### src/rtl/agc_peak_error_detector_if.sv
// Sample/threshold input bundle and window-result outputs of the AGC peak error detector.
interface agc_peak_error_detector_if #(
    parameter int unsigned DATA_W = 16,
    parameter int unsigned CNT_W  = 16
);
    logic                     i_valid;
    logic signed [DATA_W-1:0] i_sample;
    logic        [31:0]       i_thresh;
    logic        [31:0]       o_data;
    logic                     o_strobe;
    logic        [DATA_W-1:0] o_peak;
    logic        [CNT_W-1:0]  o_win_cnt;

    // Upstream side: supplies samples and threshold, observes results.
    modport master (
        output i_valid, i_sample, i_thresh,
        input  o_data, o_strobe, o_peak, o_win_cnt
    );

    // Detector side.
    modport slave (
        input  i_valid, i_sample, i_thresh,
        output o_data, o_strobe, o_peak, o_win_cnt
    );
endinterface

### src/rtl/agc_peak_error_detector.sv
// Windowed absolute-peak tracker; emits a one-cycle excess-over-threshold term per window.
module agc_peak_error_detector #(
    parameter int unsigned DATA_W  = 16,
    parameter int unsigned WIN_LEN = 64,
    parameter int unsigned CNT_W   = 16
) (
    input  logic                   clk_8,
    input  logic                   rst,
    agc_peak_error_detector_if.slave bus
);
    localparam logic [CNT_W-1:0] LAST_IDX = CNT_W'(WIN_LEN - 1);

    typedef enum logic {
        COLLECT = 1'b0,
        EMIT    = 1'b1
    } state_t;

    state_t            state;
    logic [DATA_W-1:0] run_peak;
    logic [DATA_W-1:0] peak_q;
    logic [31:0]       data_q;
    logic              strobe_q;
    logic [CNT_W-1:0]  cnt_q;

    logic [DATA_W-1:0] raw_c;
    logic [DATA_W-1:0] mag_c;
    logic [DATA_W-1:0] final_c;
    logic [31:0]       excess_c;

    // Magnitude of the sample; the most negative code maps to 2^(DATA_W-1) unsigned.
    always_comb begin
        raw_c    = bus.i_sample;
        mag_c    = raw_c[DATA_W-1] ? (~raw_c + DATA_W'(1)) : raw_c;
        final_c  = (mag_c > run_peak) ? mag_c : run_peak;
        excess_c = (32'(final_c) > bus.i_thresh) ? (32'(final_c) - bus.i_thresh) : 32'd0;
    end

    // Window FSM: accumulate peak in COLLECT, one-cycle result pulse in EMIT.
    always_ff @(posedge clk_8 or negedge rst) begin
        if (!rst) begin
            state    <= COLLECT;
            run_peak <= '0;
            peak_q   <= '0;
            data_q   <= '0;
            strobe_q <= 1'b0;
            cnt_q    <= '0;
        end else begin
            strobe_q <= 1'b0;
            data_q   <= '0;
            case (state)
                COLLECT: begin
                    if (bus.i_valid) begin
                        if (cnt_q == LAST_IDX) begin
                            peak_q   <= final_c;
                            data_q   <= excess_c;
                            strobe_q <= 1'b1;
                            run_peak <= '0;
                            cnt_q    <= '0;
                            state    <= EMIT;
                        end else begin
                            run_peak <= final_c;
                            cnt_q    <= cnt_q + CNT_W'(1);
                        end
                    end
                end
                EMIT: begin
                    // A sample arriving during the pulse opens the next window.
                    if (bus.i_valid) begin
                        run_peak <= mag_c;
                        cnt_q    <= CNT_W'(1);
                    end
                    state <= COLLECT;
                end
                default: state <= COLLECT;
            endcase
        end
    end

    assign bus.o_data    = data_q;
    assign bus.o_strobe  = strobe_q;
    assign bus.o_peak    = peak_q;
    assign bus.o_win_cnt = cnt_q;
endmodule

### src/flat_wrapper.sv
// flat-port wrapper written by rule: the top's interface ports become plain ports
module agc_peak_error_detector_flat 
#(
    parameter int unsigned DATA_W  = 16,
    parameter int unsigned WIN_LEN = 64,
    parameter int unsigned CNT_W   = 16
)
  (clk_8, rst, bus_i_valid, bus_i_sample, bus_i_thresh, bus_o_data, bus_o_strobe, bus_o_peak, bus_o_win_cnt);
  agc_peak_error_detector_if #(.DATA_W(DATA_W), .CNT_W(CNT_W)) bus_i ();
  input  logic clk_8;
  input  logic rst;
  input wire logic [$bits(bus_i.i_valid)-1:0] bus_i_valid;
  input wire logic [$bits(bus_i.i_sample)-1:0] bus_i_sample;
  input wire logic [$bits(bus_i.i_thresh)-1:0] bus_i_thresh;
  output wire logic [$bits(bus_i.o_data)-1:0] bus_o_data;
  output wire logic [$bits(bus_i.o_strobe)-1:0] bus_o_strobe;
  output wire logic [$bits(bus_i.o_peak)-1:0] bus_o_peak;
  output wire logic [$bits(bus_i.o_win_cnt)-1:0] bus_o_win_cnt;
  assign bus_i.i_valid = bus_i_valid;
  assign bus_i.i_sample = bus_i_sample;
  assign bus_i.i_thresh = bus_i_thresh;
  assign bus_o_data = bus_i.o_data;
  assign bus_o_strobe = bus_i.o_strobe;
  assign bus_o_peak = bus_i.o_peak;
  assign bus_o_win_cnt = bus_i.o_win_cnt;
  agc_peak_error_detector #(.DATA_W(DATA_W), .WIN_LEN(WIN_LEN), .CNT_W(CNT_W)) u_core (.clk_8(clk_8), .rst(rst), .bus(bus_i));
endmodule
### config.mk
export PLATFORM = sky130hd
export DESIGN_NAME = agc_peak_error_detector_flat
export DESIGN_NICKNAME = d
export VERILOG_FILES = /design/src/rtl/agc_peak_error_detector_if.sv /design/src/rtl/agc_peak_error_detector.sv /design/src/flat_wrapper.sv
export SDC_FILE = /design/constraint.sdc
export NUM_CORES = 1
export LEC_CHECK = 0
export ABC_AREA = 1
export CORE_ASPECT_RATIO = 0.8
export CORE_MARGIN = 2
export CORE_UTILIZATION = 35
export DETAILED_ROUTE_END_ITERATION = 8
export PLACE_DENSITY = 0.61
export SLEW_MARGIN = 20
export SYNTH_ARGS = -nofsm -noshare
export SYNTH_HDL_FRONTEND = slang
export SYNTH_SLANG_ARGS = --single-unit
### constraint.sdc
create_clock -name clk_8 -period 3.4 [get_ports clk_8]
set_input_delay 0.68 -clock clk_8 [delete_from_list [all_inputs] [get_ports clk_8]]
set_output_delay 0.68 -clock clk_8 [all_outputs]
set_load 0.1 [all_outputs]
# After elaboration in Yosys (flattened, before gate mapping)

Index checks and enable logic that the tools add are counted.

Equality and inequality tests: 3
Bitwise operators: 2
Muxes and demuxes: 18
$add $sub $neg: 3
Magnitude comparators: 2
Reductions and logical operators: 2

Operators with widths:

| operator                                             | number |
|---|---|
| two-way mux 16 bit                                   | 8 |
| two-way mux 32 bit                                   | 4 |
| case mux 16 bit (2 select lines)                     | 2 |
| adder 16 x 1 -> 16 bit, second input constant        | 2 |
| greater-than comparator 16 x 32 -> 1 bit             | 1 |
| subtractor 16 x 32 -> 32 bit                         | 1 |
| equality test 16 x 6 -> 1 bit, second input constant | 1 |
| greater-than comparator 16 bit                       | 1 |
| NOT 16 bit                                           | 1 |
| inequality test 2 bit, second input constant         | 2 |
| two-way mux 1 bit                                    | 3 |
| AND reduction 3 bit                                  | 1 |
| case mux 1 bit (2 select lines)                      | 1 |
| AND reduction 2 bit                                  | 1 |
| NOT 1 bit                                            | 1 |

Input port bits: 51
Output and inout bits: 65
Register bits after elaboration: 82
Word-level logic and storage cells: 36

# Logic depth before layout (Yosys ltp)

Gate-level depths: netlist of run 1.

Depth after elaboration: 10
Gate-level depth with buffers: 32
Gate-level depth less buffers: 31

# Worst setup path before layout of run 1

OpenSTA, ideal clock, no wires.

Path kind: input -> register
From: in bus_i_sample[0]
To: reg u_core.data_q[25] (netlist: u_core.bus.o_data[25])
Setup slack: -0.839 ns
Data required time: 3.287 ns
Data arrival time: 4.127 ns
Stages on the path: 26
Cell sequence: inv_1 ha_1 nand2_1 o21ai_0 nand2_1 nand2_1 nand2_1 ha_1 nand4_1 nor3_1 nand3_1 nand2_2 buf_2 nand2_1 nand2_1 inv_1 ha_1 nand2_1 o21ai_2 a21oi_1 o21ai_0 nand2_1 nand2_1 nand3b_1 nand2_1 inv_1

Longest elaborated chain between the ends: 10
Elaborated cells on any way between the ends: 11

RTL lines:

| item                                                                                     | line                          | RTL |
|---|---|---|
| start: declaration                                                                       | flat_wrapper.sv:13            | `input wire logic [$bits(bus_i.i_sample)-1:0] bus_i_sample;` |
| NOT 16 bit                                                                               | agc_peak_error_detector.sv:33 | `mag_c = raw_c[DATA_W-1] ? (~raw_c + DATA_W'(1)) : raw_c;` |
| adder 16 x 1 -> 16 bit                                                                   | agc_peak_error_detector.sv:33 |  |
| two-way mux 16 bit *                                                                     | agc_peak_error_detector.sv:33 |  |
| greater-than comparator 16 bit                                                           | agc_peak_error_detector.sv:34 | `final_c = (mag_c > run_peak) ? mag_c : run_peak;` |
| two-way mux 16 bit *                                                                     | agc_peak_error_detector.sv:34 |  |
| via u_core.final_c[2]                                                                    | agc_peak_error_detector.sv:27 | `logic [DATA_W-1:0] final_c;` |
| subtractor 16 x 32 -> 32 bit or greater-than comparator 16 x 32 -> 1 bit (tied branches) | agc_peak_error_detector.sv:35 | `excess_c = (32'(final_c) > bus.i_thresh) ? (32'(final_c) - bus.i_thresh) : 32'd0;` |
| two-way mux 32 bit *                                                                     | agc_peak_error_detector.sv:35 |  |
| two-way mux 32 bit *                                                                     | agc_peak_error_detector.sv:53 | `if (cnt_q == LAST_IDX) begin` |
| two-way mux 32 bit *                                                                     | agc_peak_error_detector.sv:52 | `if (bus.i_valid) begin` |
| two-way mux 32 bit *                                                                     | agc_peak_error_detector.sv:50 | `case (state)` |
| end signal: assignment                                                                   | agc_peak_error_detector.sv:55 | `data_q <= excess_c;` |
| end: declaration                                                                         | agc_peak_error_detector.sv:21 | `logic [31:0] data_q;` |

Mark *: on every way through the listed nets, which the timed path passes. The rest lies on a longest branch.
A chain may end at the register's enable or synchronous reset.

# Final worst setup path of run 1

From: in bus_i_sample[0]
To: reg u_core.data_q[7] (netlist: u_core.bus.o_data[7])

Longest elaborated chain between the ends: 10
Elaborated cells on any way between the ends: 11

RTL lines:

| item                                                                                     | line |
|---|---|
| NOT 16 bit                                                                               | agc_peak_error_detector.sv:33 |
| adder 16 x 1 -> 16 bit                                                                   | agc_peak_error_detector.sv:33 |
| two-way mux 16 bit *                                                                     | agc_peak_error_detector.sv:33 |
| greater-than comparator 16 bit                                                           | agc_peak_error_detector.sv:34 |
| two-way mux 16 bit *                                                                     | agc_peak_error_detector.sv:34 |
| subtractor 16 x 32 -> 32 bit or greater-than comparator 16 x 32 -> 1 bit (tied branches) | agc_peak_error_detector.sv:35 |
| two-way mux 32 bit *                                                                     | agc_peak_error_detector.sv:35 |
| two-way mux 32 bit *                                                                     | agc_peak_error_detector.sv:53 |
| two-way mux 32 bit *                                                                     | agc_peak_error_detector.sv:52 |
| two-way mux 32 bit *                                                                     | agc_peak_error_detector.sv:50 |

Mark *: on every way between the ends. The rest lies on a longest branch, timed or not.

==> results of run 1 <==
-- synth_stat cells, types with 2 or more instances --
cell type  count
nand2_1      181
inv_1        124
dfrtp_1       81
nor2_1        81
nand3_1       52
a21oi_1       51
ha_1          35
o21ai_0       31
o21ai_1       16
xor2_1        14
clkbuf_1      11
nand3b_1      11
nor3_1        10
xnor2_1        8
nand4_1        7
o22ai_1        7
nor4_1         6
buf_2          5
a21o_1         4
a21oi_2        4
nor2_2         4
or2_2          4
a31oi_1        2
buf_6          2
inv_2          2
nand2_2        2
o211ai_1       2
o21a_1         2
o21bai_1       2
o31ai_1        2
-- metal layers --
metal,vias to the layer above,part of all wire [%]
met4,0,1.4
met1,2832,47
met5,-,0
li1,3008,-
met2,152,46
met3,26,5.3
-- power breakdown --
part	switching, uW	internal, uW
Sequential	115	1100
Clock	419	644
Combinational	2550	1990
Total	3080	3740
-- worst paths after layout --
path	startpoint	endpoint	slack, ps	cells past startpoint
setup reg to reg	u_core.run_peak[9]	u_core.bus.o_data[7]	150	20
setup / recovery	bus_i_sample[0]	u_core.bus.o_data[7]	-570	31
hold reg to reg	u_core.bus.o_peak[12]	u_core.bus.o_peak[12]	500	2
hold / removal	rst	u_core.bus.o_win_cnt[11]	320	1
max in group asynchronous	rst	u_core.bus.o_peak[11]	2320	2
min in group clk_8	u_core.bus.o_peak[12]	u_core.bus.o_peak[12]	500	2
-- final cells by class --
class	instances	area, um^2
multi-input cells	557	3880
clock buffers	9	225
fillers	1395	6510
clock inverters	6	90.1
well taps	215	269
flip-flops and latches	81	2030
inverters	127	490
repair buffers	262	2150
-- what timing repair did --
item | 4_1_cts | 5_1_grt
resized for setup | 145 | 94
buffers inserted | 43 | 7
pin swaps | 75 | 66
endpoints found under the setup margin | 26 | 25
gates cloned | 2 | 0
-- worst max-delay path, delay by kind of cell --
kind	cells	cell delay [ps]
adders and majority gates	4	1000
and+or+nand+nor	13	1080
buffers and inverters	10	870
AOI/OAI and AO/OA	4	530
-- stage by stage --
stage | util (%) | power (uW) | hold slack (ps) | worst slack [ps] | instances
floorplan | - | 3500 | 384 | -361 | 783
global placement | 49.9 | 4820 | 478 | -1440 | 1200
detailed placement | 49.9 | 4820 | 486 | -1470 | 1200
CTS | 56.5 | 6440 | 354 | -549 | 1259
global route | 58.4 | 7280 | 360 | -790 | 1257
finish | 58.4 | 6820 | 319 | -572 | 1257
-- state kept, by name, indices dropped and copies added (netlist names) --
name,cells
u_core.bus.o_peak,16
u_core.run_peak,16
u_core.state,1
u_core.bus.o_data,32
u_core.bus.o_win_cnt,16
-- kinds of logic after synthesis --
group	share of synthesized area [%]
AOI/OAI and AO/OA	12.6
xor gates and xnor gates	3.47
DFF	36.5
other	0.0676
and+or+nand+nor	28.8
muxes	0.180
buffers and inverters	10.2
adders and majority gates	8.25
==> impl_summary.txt, run 1 <==
----------------------------------------------------
[Global route]
  First-pass GRT wire length ... 28.4 mm
  Initial antenna violation count ... 0
  All-Layer GR Usage ... 21.4%
  Via count of the first global-routing pass ... 5798
  Routing usage on met1 ... 29.8%
  Maximum number of pins on one net before global-route repair ... 43
  Met3 demand-to-capacity share in global routing ... 3.28%
  GR peak layer ... met2
  Grt total ovfl ... 0
  Met2 usage ... 35.1%

[Power and ir drop]
  Leakage power of the design ... between 0.004 and 0.005 uW
  Worst IR drop on VDD ... 408 uV
  Power per Cell Area ... 747 mW/mm^2

[Yosys]
  Summed instance area of the synthesized netlist ... roughly 0.0056 mm^2
  Unique cell type count in the Yosys netlist ... 43
  Number of synthesized flops with an enable pin ... 0
  #FFs+latches synth ... 81
  Flip-flop cell with the highest count after synthesis ... dfrtp_1
  Proportion of register bits with asynchronous set or reset after synthesis ... 100%
  Sequential-to-total area share from yosys stat ... 36.5%
  Ys Warns ... 0
  Post-Syn Instances ... 776
  Cell taking the most area after synthesis ... dfrtp_1
  Largest cells by area after synthesis ... dfrtp_1, nand2_1, inv_1, ha_1, nor2_1
  Mapped Avg Cell Area ... a little over 7 um^2
  Share of the synthesized area in the top cell type ... 36.5%

[STA]
  Highest clock rate ... ~0.25 GHz
  Final number of max-transition violations ... 0
  Finish-stage setup viols ... 24
  Final number of hold-violating endpoints ... 0
  Worst slew slack as a fraction of its limit ... about 35%
  Final setup skew ... between 10 and 15 ps
  Smallest setup slack after layout ... -572 ps
  Worst Tran Pin Value ... 979 ps
  Post-layout min period ... 3970 ps
  Final clock period utilization by the worst path ... 117%
  Sum of negative setup slack ... -12930 ps
  Setup repair after global routing missed its margin ... true

[Place]
  Number of buffers inserted by port buffering ... 115
  Placement-stage cell area ... approximately 0.008 mm^2
  Post-DP HPWL ... 12.6 mm
  Gpl congestion ... 0.862

[Clock tree]
  Latest clock arrival within the worst-skew pair ... 340 ps
  Clock transition at the registers of the reported paths ... 70 ps
  Cts bufs inserted ... 9
  CTS tree ... yes
  Number of buffers between clock root and the deepest sink ... 2
  Level count of the clock H-tree ... 3
  Root Buffer ... clkbuf_16
  Number of clock sinks ... 81
  CTS Hold Bufs ... 0

[Die]
  Initial Util ... 35.5%
  Horiz. Die Dim ... approximately 140 um
  FP Rows ... 41
  Die footprint ... 0.0169 mm^2
  Die H ... 117 um
  Standard cell core area ... 0.0156 mm^2
  Top-level port count ... 116

[Setup path]
  Stage delay of the slowest cell on the critical path ... between 300 and 400 ps
  Start-to-end type of the worst setup path ... in2reg
  Critical path startpoint category ... input port
  Data required time of the worst path ... 3620 ps
  Capturing element type of the critical path ... flop
  Data arrival time of the critical path ... 4200 ps
  Maximum fanout count along the critical path ... 7
  Master of the slowest instance on the critical path ... fa_2

[Hold path]
  Worst min-delay path category ... in2async

[Status]
  Failing checks ... negative setup slack
  Run status ... complete, but fails checks

[Routing]
  Post-route ant nets ... 0
  WL/cell ... 14.2 um
  DRC violation total after the first TritonRoute iteration ... 287
  Drc violations ... 0
  Via-per-instance ratio ... approximately 4.8
  Detailed Routing Iterations Pass 1 ... 4
  Total number of vias ... 6018
  Final wirelength ... 17.8 mm

[Final layout]
  Ratio of cells with drive above 1 in the final layout ... 38.9%
  Diode insertion count for antenna repair ... 0
  Fin nets ... 1125
  Layout area overhead ... 64.6%
  Post-route standard cell area excluding fillers ... 0.00913 mm^2
  Most used cells in the layout excluding fill and tap cells ... buf_4, nand2_1, inv_1
  Most common cell after layout, fill and taps aside ... buf_4

[Flow run]
  Max cap viols ... 0

----------------------------------------------------
Power figures use the tool's default switching activity.
==> inputs of run 2 (changes only) <==
- CORE_MARGIN: 2 -> unset
- RECOVER_POWER: unset -> 25
==> run 2 against run 1 <==
Highest routed layer unchanged; die area shrank 3.1%; the flow still finishes with violations (negative setup slack); utilization is 0.84 points higher; register-to-register slack worse by 130 ps.
==> impl_summary.txt, run 2 (same netlist as run 1, synthesis figures left out) <==
----------------------------------------------------
[Clock tree]
  Level count of the clock H-tree ... 3 (unchanged)
  Latest clock arrival within the worst-skew pair ... 340 ps (about the same)
  CTS tree ... yes (unchanged)
  Root Buffer ... clkbuf_16 (unchanged)
  Number of buffers between clock root and the deepest sink ... 2 (unchanged)
  CTS Hold Bufs ... 0 (unchanged)
  Number of clock sinks ... 81 (unchanged)
  Clock transition at the registers of the reported paths ... 60 ps (was 70 ps)
  Cts bufs inserted ... 9 (unchanged)

[STA]
  Smallest setup slack after layout ... -705 ps (was -572 ps)
  Final clock period utilization by the worst path ... 121% (was 117%)
  Setup repair after global routing missed its margin ... true (unchanged)
  Worst Tran Pin Value ... 1300 ps (was 979 ps)
  Final number of hold-violating endpoints ... 0 (unchanged)
  Final setup skew ... 8.46 ps (was 13.3 ps)
  Sum of negative setup slack ... -15650 ps (was -12930 ps)
  Final number of max-transition violations ... 0 (unchanged)
  Worst slew slack as a fraction of its limit ... 13.6% (was 34.5%)
  Post-layout min period ... 4110 ps (was 3970 ps)
  Highest clock rate ... 0.244 GHz (was 0.252 GHz)
  Finish-stage setup viols ... 24 (unchanged)

[Place]
  Number of buffers inserted by port buffering ... 115 (unchanged)
  Placement-stage cell area ... 0.00787 mm^2 (was 0.00780 mm^2)
  Gpl congestion ... 0.860 (was 0.862)
  Post-DP HPWL ... 12.5 mm (was 12.6 mm)

[Final layout]
  Fin nets ... 1118 (was 1125)
  Layout area overhead ... 62.9% (was 64.6%)
  Most common cell after layout, fill and taps aside ... buf_4 (unchanged)
  Count of fill cells added during filler insertion ... 1364 (was 1395)
  Most used cells in the layout excluding fill and tap cells ... buf_4, nand2_1, inv_1 (unchanged)
  Multi-input combinational cell area ... 0.00373 mm^2 (was 0.00388 mm^2)
  Number of flip-flops under the largest register name ... 32 (unchanged)
  Diode insertion count for antenna repair ... 0 (unchanged)
  Post-route standard cell area excluding fillers ... 0.00904 mm^2 (was 0.00913 mm^2)
  Area occupied by registers ... 0.00203 mm^2 (unchanged)
  Ratio of cells with drive above 1 in the final layout ... 35.6% (was 38.9%)

[Setup path]
  Master of the slowest instance on the critical path ... fa_2 (unchanged)
  Start-to-end type of the worst setup path ... in2reg (unchanged)
  Worst path most repeated cell ... nand2_1
  Data arrival time of the critical path ... 4320 ps (was 4200 ps)
  Maximum fanout count along the critical path ... 6 (was 7)
  Critical path startpoint category ... input port (unchanged)
  Data required time of the worst path ... 3620 ps (about the same)
  Capturing element type of the critical path ... flop (unchanged)
  Stage delay of the slowest cell on the critical path ... 350 ps (was 340 ps)

[Die]
  Die footprint ... 0.0164 mm^2 (was 0.0169 mm^2)
  Standard cell core area ... 0.0153 mm^2 (was 0.0156 mm^2)
  Die H ... 115 um (was 117 um)
  FP Rows ... 40 (was 41)
  Top-level port count ... 116 (unchanged)
  Horiz. Die Dim ... 143 um (was 145 um)
  Initial Util ... 36.4% (was 35.5%)

[Status]
  Failing checks ... negative setup slack (unchanged)
  Run status ... complete, but fails checks (unchanged)

[Power and ir drop]
  Worst IR drop on VDD ... 391 uV (was 408 uV)
  PnR Total Power ... 6710 uW (was 6820 uW)
  Power per Cell Area ... 743 mW/mm^2 (was 747 mW/mm^2)
  Leakage power of the design ... 0.00449 uW (was 0.00450 uW)

[Routing]
  Total number of vias ... 5872 (was 6018)
  Detailed Routing Iterations Pass 1 ... 5 (was 4)
  Final wirelength ... 17.2 mm (was 17.8 mm)
  DRC violation total after the first TritonRoute iteration ... 263 (was 287)
  Via-per-instance ratio ... 4.72 (was 4.79)
  Drc violations ... 0 (unchanged)
  WL/cell ... 13.8 um (was 14.2 um)
  Post-route ant nets ... 0 (unchanged)

[Global route]
  Via count of the first global-routing pass ... 5765 (was 5798)
  First-pass GRT wire length ... 28.0 mm (was 28.4 mm)
  Maximum number of pins on one net before global-route repair ... 51 (was 43)
  All-Layer GR Usage ... 21.9% (was 21.4%)
  Grt total ovfl ... 0 (unchanged)
  Initial antenna violation count ... 0 (unchanged)

[Hold path]
  Worst min-delay path category ... reg2reg (was in2async)

[Flow run]
  Max cap viols ... 0 (unchanged)

----------------------------------------------------
## run 2: cell count changes in the layout (fill, tap and decap cells not counted), sizes merged
cell | before | now
buf | 202 | 191
clkbuf | 14 | 16
bufinv | 2 | 3
clkdlybuf4s15 | 1 | 2
clkdlybuf4s50 | 53 | 54
dlygate4sd2 | 1 | 0
inv | 127 | 126
nand2 | 183 | 184
## run 2: layer usage
metal	part of all wire, %	GRT usage (%)	up-vias
met1	49	30.6	2698
met4	1.1	4.66	0
met5	0	0	-
met2	45	35.6	156
met3	4.4	3.51	17
li1	-	-	3001
## run 2: what timing repair did
action | 4_1_cts | 5_1_grt
cloned | 5 | 0
endpoints found under the hold margin | 0 | 0
pin swaps | 57 | 58
endpoints found under the setup margin | 24 | 24
gates resized for setup | 126 | 69
setup buffers | 24 | 7
## run 2: final timing paths
check	start	to	slack, ps	cells after the start
max in group asynchronous	rst	u_core.bus.o_data[7]	1840	2
hold reg to reg	u_core.bus.o_peak[15]	u_core.bus.o_peak[15]	490	2
setup reg to reg	u_core.run_peak[15]	u_core.bus.o_data[8]	20	21
min in group asynchronous	rst	u_core.bus.o_win_cnt[11]	600	1
setup / recovery	bus_i_sample[0]	u_core.bus.o_data[8]	-710	31
hold / removal	u_core.bus.o_peak[15]	u_core.bus.o_peak[15]	490	2
## run 2: where the power goes
group          internal (uW)  total [uW]  switching (uW)
sequential              1100        1210             110
clock                    718        1130             414
combinational           1930        4370            2440
total                   3750        6710            2960
## run 2: layout make-up
cell class	instances	share of cell area (%)
Sequential cell	81	22.4
Inverter	127	5.40
Clock inverter	6	1.27
Multi-Input combinational cell	558	41.3
Tap cell	210	2.91
Timing Repair Buffer	254	24.2
Clock buffer	9	2.49
## run 2: stage by stage
| step | instances | util, % | setup WS [ps] | hold slack [ps] |
|---|---|---|---|---|
| floorplan | 783 | - | -361 | 384 |
| global placement | 1197 | 51.5 | -1420 | 474 |
| detailed placement | 1197 | 51.5 | -1510 | 468 |
| CTS | 1241 | 57.8 | -654 | 387 |
| global route | 1245 | 59.2 | -940 | 529 |
| finish | 1245 | 59.2 | -705 | 488 |
## run 2: worst max-delay path, delay by kind of cell
family / cells / cell delay (ps)
and+or+nand+nor: 13 / 1100
adders and majority gates: 4 / 1010
buffers and inverters: 10 / 940
AOI/OAI and AO/OA: 4 / 600
==> inputs of run 3 (changes only) <==
- PLACE_DENSITY: 0.61 -> 0.64
- SLEW_MARGIN: 20 -> unset
- clock period: 3.4 -> 3.71 ns (I/O delays scaled with it)
==> run 3 against run 2 <==
The flow finishes with violations (max-capacitance violations, max-slew violations, negative setup slack); die area unchanged; clock skew about the same; utilization up 1.6 points; combinational power shrank 5.3%; global-route usage shrank 0.25 points; clock power decreased by 23%; total power fell by 8.8%; cell count rose by 1.1%; routed wire length shrank 0.17%; largest power group unchanged.
==> impl_summary.txt, run 3 (same netlist as run 1, synthesis figures left out) <==
----------------------------------------------------
[STA]
  Highest clock rate ... 0.245 GHz
  Smallest setup slack after layout ... -372 ps (was -705 ps)
  Worst slew slack as a fraction of its limit ... -36.0% (was 13.6%)
  Post-layout min period ... 4080 ps
  Final number of max-transition violations ... 82 (was 0)
  Worst Tran Pin Value ... 2040 ps (was 1300 ps)
  Final number of hold-violating endpoints ... 0 (unchanged)
  Sum of negative setup slack ... -8070 ps (was -15650 ps)
  Finish-stage setup viols ... 24 (unchanged)
  Setup repair after global routing missed its margin ... true (unchanged)
  Final setup skew ... 8.61 ps (was 8.46 ps)
  Final clock period utilization by the worst path ... 110%

[Power and ir drop]
  Reg power frac ... 18.1% (was 18.0%)
  Internal ... 3380 uW (was 3750 uW)
  Share of total power in the clock network ... 14.3% (was 16.9%)
  Switching part of the total power ... 44.9% (was 44.1%)
  Leakage power of the design ... 0.00446 uW (was 0.00449 uW)
  Power per Cell Area ... 659 mW/mm^2 (was 743 mW/mm^2)
  Relative contribution of combinational cells to total power ... 67.6% (was 65.1%)
  Worst IR drop on VDD ... 393 uV (was 391 uV)
  Switching power summed over all nets ... 2750 uW (was 2960 uW)

[Die]
  Horiz. Die Dim ... 143 um (unchanged)
  Die footprint ... 0.0164 mm^2 (unchanged)
  FP Rows ... 40 (unchanged)
  Standard cell core area ... 0.0153 mm^2 (unchanged)
  Initial Util ... 36.4% (unchanged)
  Die H ... 115 um (unchanged)
  Top-level port count ... 116 (unchanged)

[Setup path]
  Data required time of the worst path ... 3930 ps (was 3620 ps)
  Maximum fanout count along the critical path ... 7 (was 6)
  Data arrival time of the critical path ... 4300 ps (was 4320 ps)
  Start-to-end type of the worst setup path ... in2reg (unchanged)
  R2R cell count ... 20 (was 21)
  Start point of the critical path ... bus_i_sample[0] (unchanged)
  Master of the slowest instance on the critical path ... ha_4 (was fa_2)
  Capturing element type of the critical path ... flop (unchanged)
  Reg-to-Reg Start ... u_core.run_peak[11] (was u_core.run_peak[15])
  Stage delay of the slowest cell on the critical path ... 300 ps (was 350 ps)
  Critical path startpoint category ... input port (unchanged)

[Clock tree]
  Number of clock sinks ... 81 (unchanged)
  Level count of the clock H-tree ... 3 (unchanged)
  Root Buffer ... clkbuf_16 (unchanged)
  Number of buffers between clock root and the deepest sink ... 2 (unchanged)
  Clock transition at the registers of the reported paths ... 60 ps (about the same)
  CTS Hold Bufs ... 0 (unchanged)
  CTS tree ... yes (unchanged)
  Cts bufs inserted ... 9 (unchanged)
  Latest clock arrival within the worst-skew pair ... 340 ps (about the same)

[Final layout]
  Diode insertion count for antenna repair ... 0 (unchanged)
  Ratio of cells with drive above 1 in the final layout ... 35.4% (was 35.6%)
  Most common cell after layout, fill and taps aside ... buf_4 (unchanged)
  Count of fill cells added during filler insertion ... 1330 (was 1364)
  Fin nets ... 1132 (was 1118)
  Most used cells in the layout excluding fill and tap cells ... buf_4, nand2_1, inv_1 (unchanged)
  Final core utilization ... 60.9% (was 59.2%)
  Number of flip-flops under the largest register name ... 32 (unchanged)
  Layout area overhead ... 67.4% (was 62.9%)

[Global route]
  First-pass GRT wire length ... 27.5 mm (was 28.0 mm)
  Via count of the first global-routing pass ... 5700 (was 5765)
  Grt total ovfl ... 0 (unchanged)
  All-Layer GR Usage ... 21.7% (was 21.9%)
  Maximum number of pins on one net before global-route repair ... 82 (was 51)
  Initial antenna violation count ... 0 (unchanged)

[Place]
  Gpl congestion ... 0.939 (was 0.860)
  Number of buffers inserted by port buffering ... 115 (unchanged)
  Post-DP HPWL ... 12.0 mm (was 12.5 mm)

[Routing]
  WL/cell ... 13.7 um (was 13.8 um)
  Total number of vias ... 5987 (was 5872)
  Detailed Routing Iterations Pass 1 ... 5 (unchanged)
  Drc violations ... 0 (unchanged)
  Post-route ant nets ... 0 (unchanged)
  DRC violation total after the first TritonRoute iteration ... 294 (was 263)
  Final wirelength ... 17.2 mm (about the same)
  Via-per-instance ratio ... 4.76 (was 4.72)

[Flow run]
  Max cap viols ... 1 (was 0)

[Hold path]
  Worst hold start ... u_core.bus.o_peak[15] (unchanged)
  Worst min-delay path category ... reg2reg (unchanged)
  Count of cells along the worst hold path ... 2 (unchanged)

[Status]
  Failing checks ... max-capacitance violations, max-slew violations, negative setup slack (was negative setup slack)
  Run status ... complete, but fails checks (unchanged)

----------------------------------------------------
run 3: cell types whose count changed in the layout (fill, tap and decap cells not counted), sizes merged:
cell	previous run	this run
buf	191	162
bufinv	3	1
clkdlybuf4s15	2	0
clkdlybuf4s50	54	98
clkinv	2	5
clkinvlp	2	1
dlygate4sd2	0	2
inv	126	125
run 3: layout make-up:
class / count / area, um^2 / area share (%)
multi-input combinational: 558 / 3880 / 41.8
timing repair buffer: 268 / 2340 / 25.2
sequential: 81 / 2030 / 21.8
inverter: 127 / 490 / 5.28
tap: 210 / 263 / 2.83
clock buffer: 10 / 229 / 2.46
clock inverter: 5 / 57.6 / 0.620
run 3: per-layer routing:
layer,up-vias,GRT usage (%),wire length (um)
met5,-,0,0
met4,0,5.38,248
met3,23,4.43,1040
met2,187,35.1,7870
met1,2750,29.5,8030
li1,3027,-,-
run 3: final timing paths:
check                                      endpoint  slack (ps)
max                            u_core.bus.o_data[2]        -370
min                           u_core.bus.o_peak[15]         490
max reg2reg                    u_core.bus.o_data[2]         400
min reg2reg                   u_core.bus.o_peak[15]         490
max in group asynchronous      u_core.bus.o_data[7]        1520
min in group asynchronous  u_core.bus.o_win_cnt[10]         960
run 3: metrics by stage:
stage                     power (uW)  setup slack [ps]  area [um^2]  instances  hold slack [ps]
after floorplan                 3210              -113         5820        783              446
after global placement          4370             -1080         7890       1190              477
after detailed placement        4400             -1130         7890       1190              474
after CTS                       5830              -309         8970       1247              490
after global routing            6570              -523         9290       1259              521
final                           6120              -372         9290       1259              494
run 3: power by group through the flow:
stage | Combinational (uW) | Clock, uW | Sequential, uW
global placement | 3250 | 0 | 1120
floorplan | 1710 | 0 | 1500
CTS | 3830 | 894 | 1110
detailed placement | 3280 | 0 | 1120
finish | 4140 | 873 | 1110
global route | 4510 | 937 | 1130
run 3: critical path, delay by kind of cell:
family,cells,cell delay (ps)
simple gates,19,2080
buf+inv,7,730
fa+ha+maj,3,730
run 3: what timing repair did:
action / 4_1_cts / 5_1_grt
pin swaps: 84 / 54
setup buffers: 39 / 12
resized for setup: 162 / 79
endpoints found under the hold margin: 0 / 0
setup endpoints to repair: 24 / 24
gates cloned: 3 / 0
